File: config.mk
export PLATFORM = sky130hd
export DESIGN_NAME = cmd_encoder_flat
export DESIGN_NICKNAME = d
export VERILOG_FILES = /design/src/rtl/cmd_encoder_if.sv /design/src/rtl/cmd_encoder.sv /design/src/flat_wrapper.sv
export SDC_FILE = /design/constraint.sdc
export NUM_CORES = 1
export LEC_CHECK = 0
export ABC_AREA = 1
export BUFFER_PORTS_ARGS = -buffer_cell sky130_fd_sc_hd__buf_2
export CORE_MARGIN = 10
export CORE_UTILIZATION = 60
export DETAILED_ROUTE_END_ITERATION = 16
export GPL_TIMING_DRIVEN = 0
export PLACE_DENSITY = 0.85
export RECOVER_POWER = 25
export SLEW_MARGIN = 10
export SYNTH_ARGS = -nofsm -noshare
export SYNTH_HDL_FRONTEND = slang
export SYNTH_SLANG_ARGS = --single-unit
File: constraint.sdc
create_clock -name iClk -period 3.78 [get_ports iClk]
set_input_delay 0.189 -clock iClk [delete_from_list [all_inputs] [get_ports iClk]]
set_output_delay 0.189 -clock iClk [all_outputs]
set_load 0.005 [all_outputs]
File: src/rtl/cmd_encoder_if.sv
// Request/link bundle for cmd_encoder: frame requests in, byte link and status out.
// The slave modport is the encoder side; master is the requester/receiver side.
interface cmd_encoder_if;
    logic [31:0] iCode;
    logic        iCode_Send;
    logic [7:0]  iIndex;
    logic        iIndex_Send;
    logic [7:0]  omData;
    logic        omData_Ready;
    logic        oBusy;
    logic        oDone;
    logic        oReject;

    modport slave (
        input  iCode, iCode_Send, iIndex, iIndex_Send,
        output omData, omData_Ready, oBusy, oDone, oReject
    );

    modport master (
        output iCode, iCode_Send, iIndex, iIndex_Send,
        input  omData, omData_Ready, oBusy, oDone, oReject
    );
endinterface

File: src/rtl/cmd_encoder.sv
// Serialises code (5-byte) and index (2-byte) frames onto a strobed byte link.
// Optional macro CMD_ENCODER_PENDING_EN adds one pending slot per frame type.
module cmd_encoder #(
    parameter int SETUP_CYC = 1,
    parameter int STROBE_HI = 2,
    parameter int STROBE_LO = 2
) (
    input  logic          iClk,
    input  logic          iRst_n,
    cmd_encoder_if.slave  bus
);

    typedef enum logic [1:0] {IDLE, SETUP, HIGH, LOW} state_t;

    localparam logic [7:0] SETUP_LAST = 8'(SETUP_CYC - 1);
    localparam logic [7:0] HIGH_LAST  = 8'(STROBE_HI - 1);
    localparam logic [7:0] LOW_LAST   = 8'(STROBE_LO - 1);

    state_t      state_q, state_d;
    logic [7:0]  phase_q, phase_d;
    logic [2:0]  byte_q, byte_d;
    logic [7:0]  data_q, data_d;
    logic [31:0] code_q, code_d;
    logic [7:0]  index_q, index_d;
    logic        is_code_q, is_code_d;
    logic        done_q, done_d;
    logic        reject_q, reject_d;

    logic        start_go;
    logic        start_is_code;
    logic [31:0] start_code;
    logic [7:0]  start_index;
    logic        code_taken;
    logic        index_taken;

`ifdef CMD_ENCODER_PENDING_EN
    logic        pend_code_q, pend_code_d;
    logic [31:0] pend_code_val_q, pend_code_val_d;
    logic        pend_index_q, pend_index_d;
    logic [7:0]  pend_index_val_q, pend_index_val_d;
`endif

    function automatic logic [7:0] frame_byte(input logic is_code, input logic [2:0] idx,
                                              input logic [31:0] code, input logic [7:0] index);
        logic [7:0] b;
        if (is_code) begin
            case (idx)
                3'd0:    b = 8'h01;
                3'd1:    b = code[7:0];
                3'd2:    b = code[15:8];
                3'd3:    b = code[23:16];
                default: b = code[31:24];
            endcase
        end else begin
            b = (idx == 3'd0) ? 8'h02 : index;
        end
        return b;
    endfunction

    // Next-state logic; a frame start is resolved in IDLE and applied after the case so
    // that both fresh and pending requests share one load path.
    always_comb begin
        state_d       = state_q;
        phase_d       = phase_q;
        byte_d        = byte_q;
        data_d        = data_q;
        code_d        = code_q;
        index_d       = index_q;
        is_code_d     = is_code_q;
        done_d        = 1'b0;
        reject_d      = 1'b0;
        start_go      = 1'b0;
        start_is_code = 1'b0;
        start_code    = bus.iCode;
        start_index   = bus.iIndex;
        code_taken    = 1'b0;
        index_taken   = 1'b0;
`ifdef CMD_ENCODER_PENDING_EN
        pend_code_d      = pend_code_q;
        pend_code_val_d  = pend_code_val_q;
        pend_index_d     = pend_index_q;
        pend_index_val_d = pend_index_val_q;
`endif

        case (state_q)
            IDLE: begin
`ifdef CMD_ENCODER_PENDING_EN
                if (pend_code_q) begin
                    start_go      = 1'b1;
                    start_is_code = 1'b1;
                    start_code    = pend_code_val_q;
                    pend_code_d   = 1'b0;
                end else if (bus.iCode_Send) begin
                    start_go      = 1'b1;
                    start_is_code = 1'b1;
                    code_taken    = 1'b1;
                end else if (pend_index_q) begin
                    start_go      = 1'b1;
                    start_index   = pend_index_val_q;
                    pend_index_d  = 1'b0;
                end else if (bus.iIndex_Send) begin
                    start_go      = 1'b1;
                    index_taken   = 1'b1;
                end
`else
                if (bus.iCode_Send) begin
                    start_go      = 1'b1;
                    start_is_code = 1'b1;
                    code_taken    = 1'b1;
                end else if (bus.iIndex_Send) begin
                    start_go      = 1'b1;
                    index_taken   = 1'b1;
                end
`endif
            end
            SETUP: begin
                if (phase_q == SETUP_LAST) begin
                    phase_d = 8'd0;
                    state_d = HIGH;
                end else begin
                    phase_d = phase_q + 8'd1;
                end
            end
            HIGH: begin
                if (phase_q == HIGH_LAST) begin
                    phase_d = 8'd0;
                    state_d = LOW;
                end else begin
                    phase_d = phase_q + 8'd1;
                end
            end
            LOW: begin
                if (phase_q == LOW_LAST) begin
                    phase_d = 8'd0;
                    if (byte_q == (is_code_q ? 3'd4 : 3'd1)) begin
                        state_d = IDLE;
                        done_d  = 1'b1;
                    end else begin
                        byte_d  = byte_q + 3'd1;
                        data_d  = frame_byte(is_code_q, byte_q + 3'd1, code_q, index_q);
                        state_d = SETUP;
                    end
                end else begin
                    phase_d = phase_q + 8'd1;
                end
            end
            default: state_d = IDLE;
        endcase

        if (start_go) begin
            state_d   = SETUP;
            phase_d   = 8'd0;
            byte_d    = 3'd0;
            is_code_d = start_is_code;
            data_d    = start_is_code ? 8'h01 : 8'h02;
            if (start_is_code) code_d = start_code;
            else               index_d = start_index;
        end

        // Requests not started this cycle either park in their slot or are dropped.
`ifdef CMD_ENCODER_PENDING_EN
        if (bus.iCode_Send && !code_taken) begin
            reject_d        = reject_d | pend_code_d;
            pend_code_d     = 1'b1;
            pend_code_val_d = bus.iCode;
        end
        if (bus.iIndex_Send && !index_taken) begin
            reject_d         = reject_d | pend_index_d;
            pend_index_d     = 1'b1;
            pend_index_val_d = bus.iIndex;
        end
`else
        if ((bus.iCode_Send && !code_taken) || (bus.iIndex_Send && !index_taken)) begin
            reject_d = 1'b1;
        end
`endif
    end

    always_ff @(posedge iClk or negedge iRst_n) begin
        if (!iRst_n) begin
            state_q   <= IDLE;
            phase_q   <= 8'd0;
            byte_q    <= 3'd0;
            data_q    <= 8'h00;
            code_q    <= 32'd0;
            index_q   <= 8'd0;
            is_code_q <= 1'b0;
            done_q    <= 1'b0;
            reject_q  <= 1'b0;
        end else begin
            state_q   <= state_d;
            phase_q   <= phase_d;
            byte_q    <= byte_d;
            data_q    <= data_d;
            code_q    <= code_d;
            index_q   <= index_d;
            is_code_q <= is_code_d;
            done_q    <= done_d;
            reject_q  <= reject_d;
        end
    end

`ifdef CMD_ENCODER_PENDING_EN
    always_ff @(posedge iClk or negedge iRst_n) begin
        if (!iRst_n) begin
            pend_code_q      <= 1'b0;
            pend_code_val_q  <= 32'd0;
            pend_index_q     <= 1'b0;
            pend_index_val_q <= 8'd0;
        end else begin
            pend_code_q      <= pend_code_d;
            pend_code_val_q  <= pend_code_val_d;
            pend_index_q     <= pend_index_d;
            pend_index_val_q <= pend_index_val_d;
        end
    end
`endif

    assign bus.omData       = data_q;
    assign bus.omData_Ready = (state_q == HIGH);
    assign bus.oBusy        = (state_q != IDLE);
    assign bus.oDone        = done_q;
    assign bus.oReject      = reject_q;

endmodule

File: src/flat_wrapper.sv
// flat-port wrapper written by rule: the top's interface ports become plain ports
module cmd_encoder_flat 
#(
    parameter int SETUP_CYC = 1,
    parameter int STROBE_HI = 2,
    parameter int STROBE_LO = 2
)
  (iClk, iRst_n, bus_iCode, bus_iCode_Send, bus_iIndex, bus_iIndex_Send, bus_omData, bus_omData_Ready, bus_oBusy, bus_oDone, bus_oReject);
  cmd_encoder_if bus_i ();
  input  logic iClk;
  input  logic iRst_n;
  input wire logic [$bits(bus_i.iCode)-1:0] bus_iCode;
  input wire logic [$bits(bus_i.iCode_Send)-1:0] bus_iCode_Send;
  input wire logic [$bits(bus_i.iIndex)-1:0] bus_iIndex;
  input wire logic [$bits(bus_i.iIndex_Send)-1:0] bus_iIndex_Send;
  output wire logic [$bits(bus_i.omData)-1:0] bus_omData;
  output wire logic [$bits(bus_i.omData_Ready)-1:0] bus_omData_Ready;
  output wire logic [$bits(bus_i.oBusy)-1:0] bus_oBusy;
  output wire logic [$bits(bus_i.oDone)-1:0] bus_oDone;
  output wire logic [$bits(bus_i.oReject)-1:0] bus_oReject;
  assign bus_i.iCode = bus_iCode;
  assign bus_i.iCode_Send = bus_iCode_Send;
  assign bus_i.iIndex = bus_iIndex;
  assign bus_i.iIndex_Send = bus_iIndex_Send;
  assign bus_omData = bus_i.omData;
  assign bus_omData_Ready = bus_i.omData_Ready;
  assign bus_oBusy = bus_i.oBusy;
  assign bus_oDone = bus_i.oDone;
  assign bus_oReject = bus_i.oReject;
  cmd_encoder #(.SETUP_CYC(SETUP_CYC), .STROBE_HI(STROBE_HI), .STROBE_LO(STROBE_LO)) u_core (.iClk(iClk), .iRst_n(iRst_n), .bus(bus_i));
endmodule
# --- Yosys cells after proc, flatten, opt, wreduce, memory -nomap -nowiden ---
# Cells that the tools add are included.
# Widths: inputs -> output; s select.
classes:
  addsub: 2
  mul: 0
  n_div: 0
  order_cmp: 0
  n_eq_ne: 12
  shifts: 0
  mux: 34
  bitwise: 1
  n_reduce_logical: 18
ops:
  columns: ["cell", "count"]
  rows:
  - ["$mux 8", 9]
  - ["$pmux 8 s4", 1]
  - ["$pmux 8 s2", 1]
  - ["$mux 3", 5]
  - ["$mux 1", 12]
  - ["$mux 2", 5]
  - ["$ne 3x1->1 const B", 3]
  - ["$add 8x1->8 const B", 1]
  - ["$eq 8x1->1 const B", 1]
  - ["$logic_not 8->1", 1]
  - ["$eq 3x2->1 const B", 2]
  - ["$pmux 2 s3", 1]
  - ["$reduce_bool 2->1", 3]
  - ["$eq 2x2->1 const B", 2]
  - ["$reduce_and 2->1", 2]
  - ["$reduce_and 4->1", 1]
  - ["$reduce_bool 4->1", 1]
  - ["$add 3x1->3 const B", 1]
  - ["$eq 3x1->1 const B", 1]
  - ["$eq 3x3->1", 1]
  - ["$logic_not 3->1", 1]
  - ["$reduce_and 3->1", 1]
  - ["$reduce_bool 3->1", 1]
  - ["$eq 2x1->1 const B", 1]
  - ["other kinds (7)", 9]
word_totals:
  reg_bits: 64
  latchBits: 0
  ram_bits: 0
  romBits: 0
  inputBits: 44
  mem_count: 0

# --- Logic depth before layout (Yosys ltp) ---
logic_depth:
  ltp_word: 8
  mapped_depth: 12
  depth_no_buf: 12

# --- Worst setup path before layout ---
# No wires, ideal clock.
synth_path:
  path_kind: "reg-to-reg"
  startpoint: "reg u_core.byte_q[0]"
  endpoint: "reg u_core.data_q[0], in the netlist u_core.bus.omData[0]"
  setup_ns: 0.065
  arrival_ns: 1.714
  path_slack_ns: 2.001
  path_stages_with_launch: 11
  cell_sequence: "dfrtp_1 -> ha_1 -> ha_1 -> inv_1 -> a21oi_1 -> nand3_1 -> nand2_1 -> nand2_1 -> nand2_1 -> nand3_1 -> nand2_1"
synth_via:
  elab_chain_cells: 8
  elab_cells_between_ends: 15
  cone_classes: "add/sub: 1; eq/ne: 5; mux: 7; reduce/logical: 2"
synth_rtl:
  columns: ["item", "line", "source"]
  rows:
  - ["from (decl)", "cmd_encoder.sv:21", "logic [2:0] byte_q, byte_d;"]
  - ["from (signal assigned)", "cmd_encoder.sv:193", "byte_q <= byte_d;"]
  - ["$add 3x1->3", "cmd_encoder.sv:140", "data_d = frame_byte(is_code_q, byte_q + 3'd1, code_q, index_q);"]
  - ["$eq 3x2->1, or another cell as far along", "cmd_encoder.sv:47", "case (idx)"]
  - ["$pmux 8 s4 / $mux 8 (equally long branches)", "cmd_encoder.sv:47, cmd_encoder.sv:55", null]
  - ["$mux 8", "cmd_encoder.sv:46", "if (is_code) begin"]
  - ["$mux 8", "cmd_encoder.sv:135", "if (byte_q == (is_code_q ? 3'd4 : 3'd1)) begin"]
  - ["$mux 8", "cmd_encoder.sv:133", "if (phase_q == LOW_LAST) begin"]
  - ["$mux 8", "cmd_encoder.sv:85", "case (state_q)"]
  - ["$mux 8", "cmd_encoder.sv:150", "if (start_go) begin"]
  - ["to (signal assigned)", "cmd_encoder.sv:194", "data_q <= data_d;"]
  - ["to (decl)", "cmd_encoder.sv:22", "logic [7:0] data_q, data_d;"]
# Parallel ways exist; a longest one is shown, timed or not. The select of a mux whose other input is x is not followed.
# A chain may end at the register's enable or synchronous reset.

# --- Worst setup path in the final report ---
layout_path:
  startpoint: "reg u_core.byte_q[0]"
  endpoint: "reg u_core.data_q[1], in the netlist u_core.bus.omData[1]"
# Same word-level chain as after synthesis.

==> qor.csv <==
stage,metric,value,unit
clock_tree,CTS Sinks,64,
logic_synthesis,YS warnings,0,
timing,fmax,452,MHz
die,DIE HEIGHT,92.6,µm
clock_tree,CTS tree,yes,
timing,Rel. slew slack,-3.95,%
power,VDD IR max,0.429,mV
die,I/O Pins,56,
critical_path,Critical Path Sink Type,flip-flop,
logic_synthesis,Netlist cell types,25,
drt,Routed Antenna Nets,0,
placed_design,port buffer count,55,
clock_tree,clk buf depth,2,
critical_path,CP startpoint kind,flip-flop,
die,die area,8570,µm²
global_route,pin count of the biggest net entering global routing,65,
global_route,global-route usage over all layers,18.2,%
critical_path,CP required,4.05,ns
die,Starting Density,61.9,%
logic_synthesis,leading area contributor after synthesis,dfrtp_1,
timing,"Hold Vio Cnt, Final",0,
drt,Iter 0 DRT Violations,130,
global_route,vias in the first global route,2738,
critical_path,"Arr. time, crit path",2.49,ns
global_route,antenna violations before repair,0,
timing,final-report setup violation count,0,
drt,WL final,7370,µm
finish,Layout area overhead,16.5,%
finish,share of cells above drive strength 1,24.4,%
critical_path,Critical Path Stages,10,
timing,Slew Limit Fails,65,
clock_tree,Clock transition at path regs,0.06,ns
logic_synthesis,Synth Flop Type,dfrtp_1,
timing,fin crit period,2.21,ns
finish,Final Net Count,482,
timing,post-route setup TNS,0,ns
run,Max Cap Viol,1,
global_route,first-pass GRT wire length,12500,µm
power,Pwr Density,750,nW/µm²
die,number of core rows,26,
critical_path,crit-path cells,"ha_1, ha_1, inv_1, a21oi_1, nand3_1, nand2_1, nand2_1, nand2_1, nand2_1, nand2_1",
critical_path,WP buf/inv,1,
drt,Residual DRC,0,
critical_path,Worst path max stage delay,0.51,ns
logic_synthesis,share of the synthesized area in the top cell type,50.7,%
placed_design,GP Congestion,0.849,
logic_synthesis,syn_nets,415,
logic_synthesis,most numerous cell in the Yosys netlist,nand2_1,
placed_design,Detailed Place HPWL,5480,µm
timing,RSZ-0062 raised after global routing,no,
critical_path,worst r2r path cells,10,
timing,Worst-Margin Slew,1.56,ns
logic_synthesis,Commonest cells post-synth,"nand2_1, dfrtp_1, inv_1",
clock_tree,setup bufs post-CTS,0,
min_path,Worst Hold Depth,3,
critical_path,"CP delay by family, top",adder cells,
drt,vias per cell,5.37,
logic_synthesis,"Seq/Total Area, Yosys",50.7,%
die,Die X,92.6,µm
clock_tree,hold buffers post-CTS,1,
logic_synthesis,Synth Instances,363,
global_route,GRT met3 Usage,4.84,%
critical_path,Crit Path Max Fanout,8,
power,Leak,1.94,nW
clock_tree,total CTS buffers,9,
outcome,failing checks,"max-capacitance violations, max-slew violations",
min_path,Hold Path Class,in2reg,
logic_synthesis,syn_area_per_cell,8.71,µm²
logic_synthesis,Seq cells post-synth,64,
clock_tree,CTS resizes,0,
global_route,gr ovfl total,0,
critical_path,critical path's slowest cell,a21oi_1,
critical_path,Crit path top cell by count,nand2_1,
critical_path,critical path type,reg2reg,
logic_synthesis,cell area after synthesis,3160,µm²
clock_tree,H-tree depth,3,
power,total power,2.76,mW
drt,detailed-route via count,2711,
clock_tree,later-pin clock latency in the skew report,0.34,ns
global_route,Top Usage Layer GRT,met2,
global_route,M1 GR Usage,20.9,%
logic_synthesis,share of flip-flops with an asynchronous set or reset,100,%
logic_synthesis,synth top area cells,"dfrtp_1, nand2_1, mux2_2, nand3_1, inv_1",
clock_tree,root buf cell,clkbuf_8,
timing,final worst path period share,58.5,%
global_route,GRT met2 Usage,29.6,%
drt,drt first pass iters,4,
timing,Worst Skew,0.00441,ns
drt,DR WL/cell,14.6,µm
outcome,status,finished with violations,
die,core area,5110,µm²
logic_synthesis,Post-synth EDFFs,0,
finish,Diodes inserted,0,
power by group:
group	switching (mW)	internal, mW
Combinational	0.672	0.455
Sequential	0.166	0.972
Clock	0.245	0.251
Total	1.08	1.68
cell families (layout without fill, tap and decap cells):
| family | after synthesis | count (layout) | share of synthesized area [%] |
|---|---|---|---|
| AO/OA/AOI/OAI | 29 | 29 | 4.79 |
| AND/OR/NAND/NOR | 192 | 192 | 26.4 |
| buffers and inverters | 44 | 116 | 5.82 |
| XOR/XNOR | 1 | 1 | 0.277 |
| adder cells (fa/ha/maj) | 8 | 8 | 3.17 |
| flip-flops | 64 | 64 | 50.7 |
| multiplexers | 25 | 25 | 8.91 |
stage by stage:
stage / cells / instance area [µm²] / hold slack (ns) / utilization [%] / worst slack [ns]
after floorplan: 363 / 3160 / -0.107 / - / 2.00
after global placement: 488 / 3520 / 0.391 / 69.0 / 1.73
after detailed placement: 488 / 3530 / 0.326 / 69.0 / 1.69
after CTS: 505 / 3700 / 0.0374 / 72.5 / 1.59
after global routing: 505 / 3680 / 0.0506 / 72.1 / 1.42
final: 505 / 3680 / 0.0502 / 72.1 / 1.57
metal layers:
layer | vias up | wire length [µm]
li1 | 1306 | -
met1 | 1287 | 3070
met2 | 98 | 3560
met3 | 20 | 505
met4 | 0 | 232
met5 | - | 0
layout make-up:
class,instances,area [µm²]
Multi-Input combinational cell,255,1370
Fill cell,374,1420
Clock buffer,12,145
Buffer,6,36.3
Clock inverter,4,20.0
Timing Repair Buffer,56,278
Inverter,38,148
Tap cell,70,87.6
Sequential cell,64,1600
worst min-delay path: stages:
cell and delay [ns]:
buf_2 0.07, nand2_1 0.04, nand2_1 0.05
layout by cell type (no fill, tap or decap), types with 2 or more instances in the layout:
master    count
nand3_1      32
a21oi_1      10
buf_2        53
nor2_4        2
mux2_2       25
nand4_1       9
ha_1          8
inv_4         2
inv_1        33
clkbuf_1      8
inv_2         3
clkinv_2      4
o21ai_0      15
dfrtp_1      64
nand2_1     110
nor2_1       33
clkbuf_8     10
nor2_2        2
final timing paths:
kind | startpoint | endpoint | slack (ns)
max in group asynchronous | iRst_n | u_core.bus.oReject$_DFF_PN0_ | 2.06
max reg2reg | u_core.byte_q[0]$_DFFE_PN0P_ | u_core.bus.omData[1]$_DFFE_PN0P_ | 1.57
min reg2reg | u_core.bus.omData[7]$_DFFE_PN0P_ | u_core.bus.omData[7]$_DFFE_PN0P_ | 0.47
max | u_core.byte_q[0]$_DFFE_PN0P_ | u_core.bus.omData[1]$_DFFE_PN0P_ | 1.57
min in group asynchronous | iRst_n | u_core.code_q[22]$_DFFE_PN0P_ | 0.78
min | bus_iIndex[1] | u_core.index_q[1]$_DFFE_PN0P_ | 0.05
registers in the layout, indices dropped and copies added (netlist names):
register and cells:
u_core.bus.oDone 1, u_core.bus.oReject 1, u_core.bus.omData 8, u_core.byte_q 3, u_core.code_q 32, u_core.index_q 8
u_core.is_code_q 1, u_core.phase_q 8, u_core.state_q 2
No activity file was read; power rests on OpenSTA's default activity.
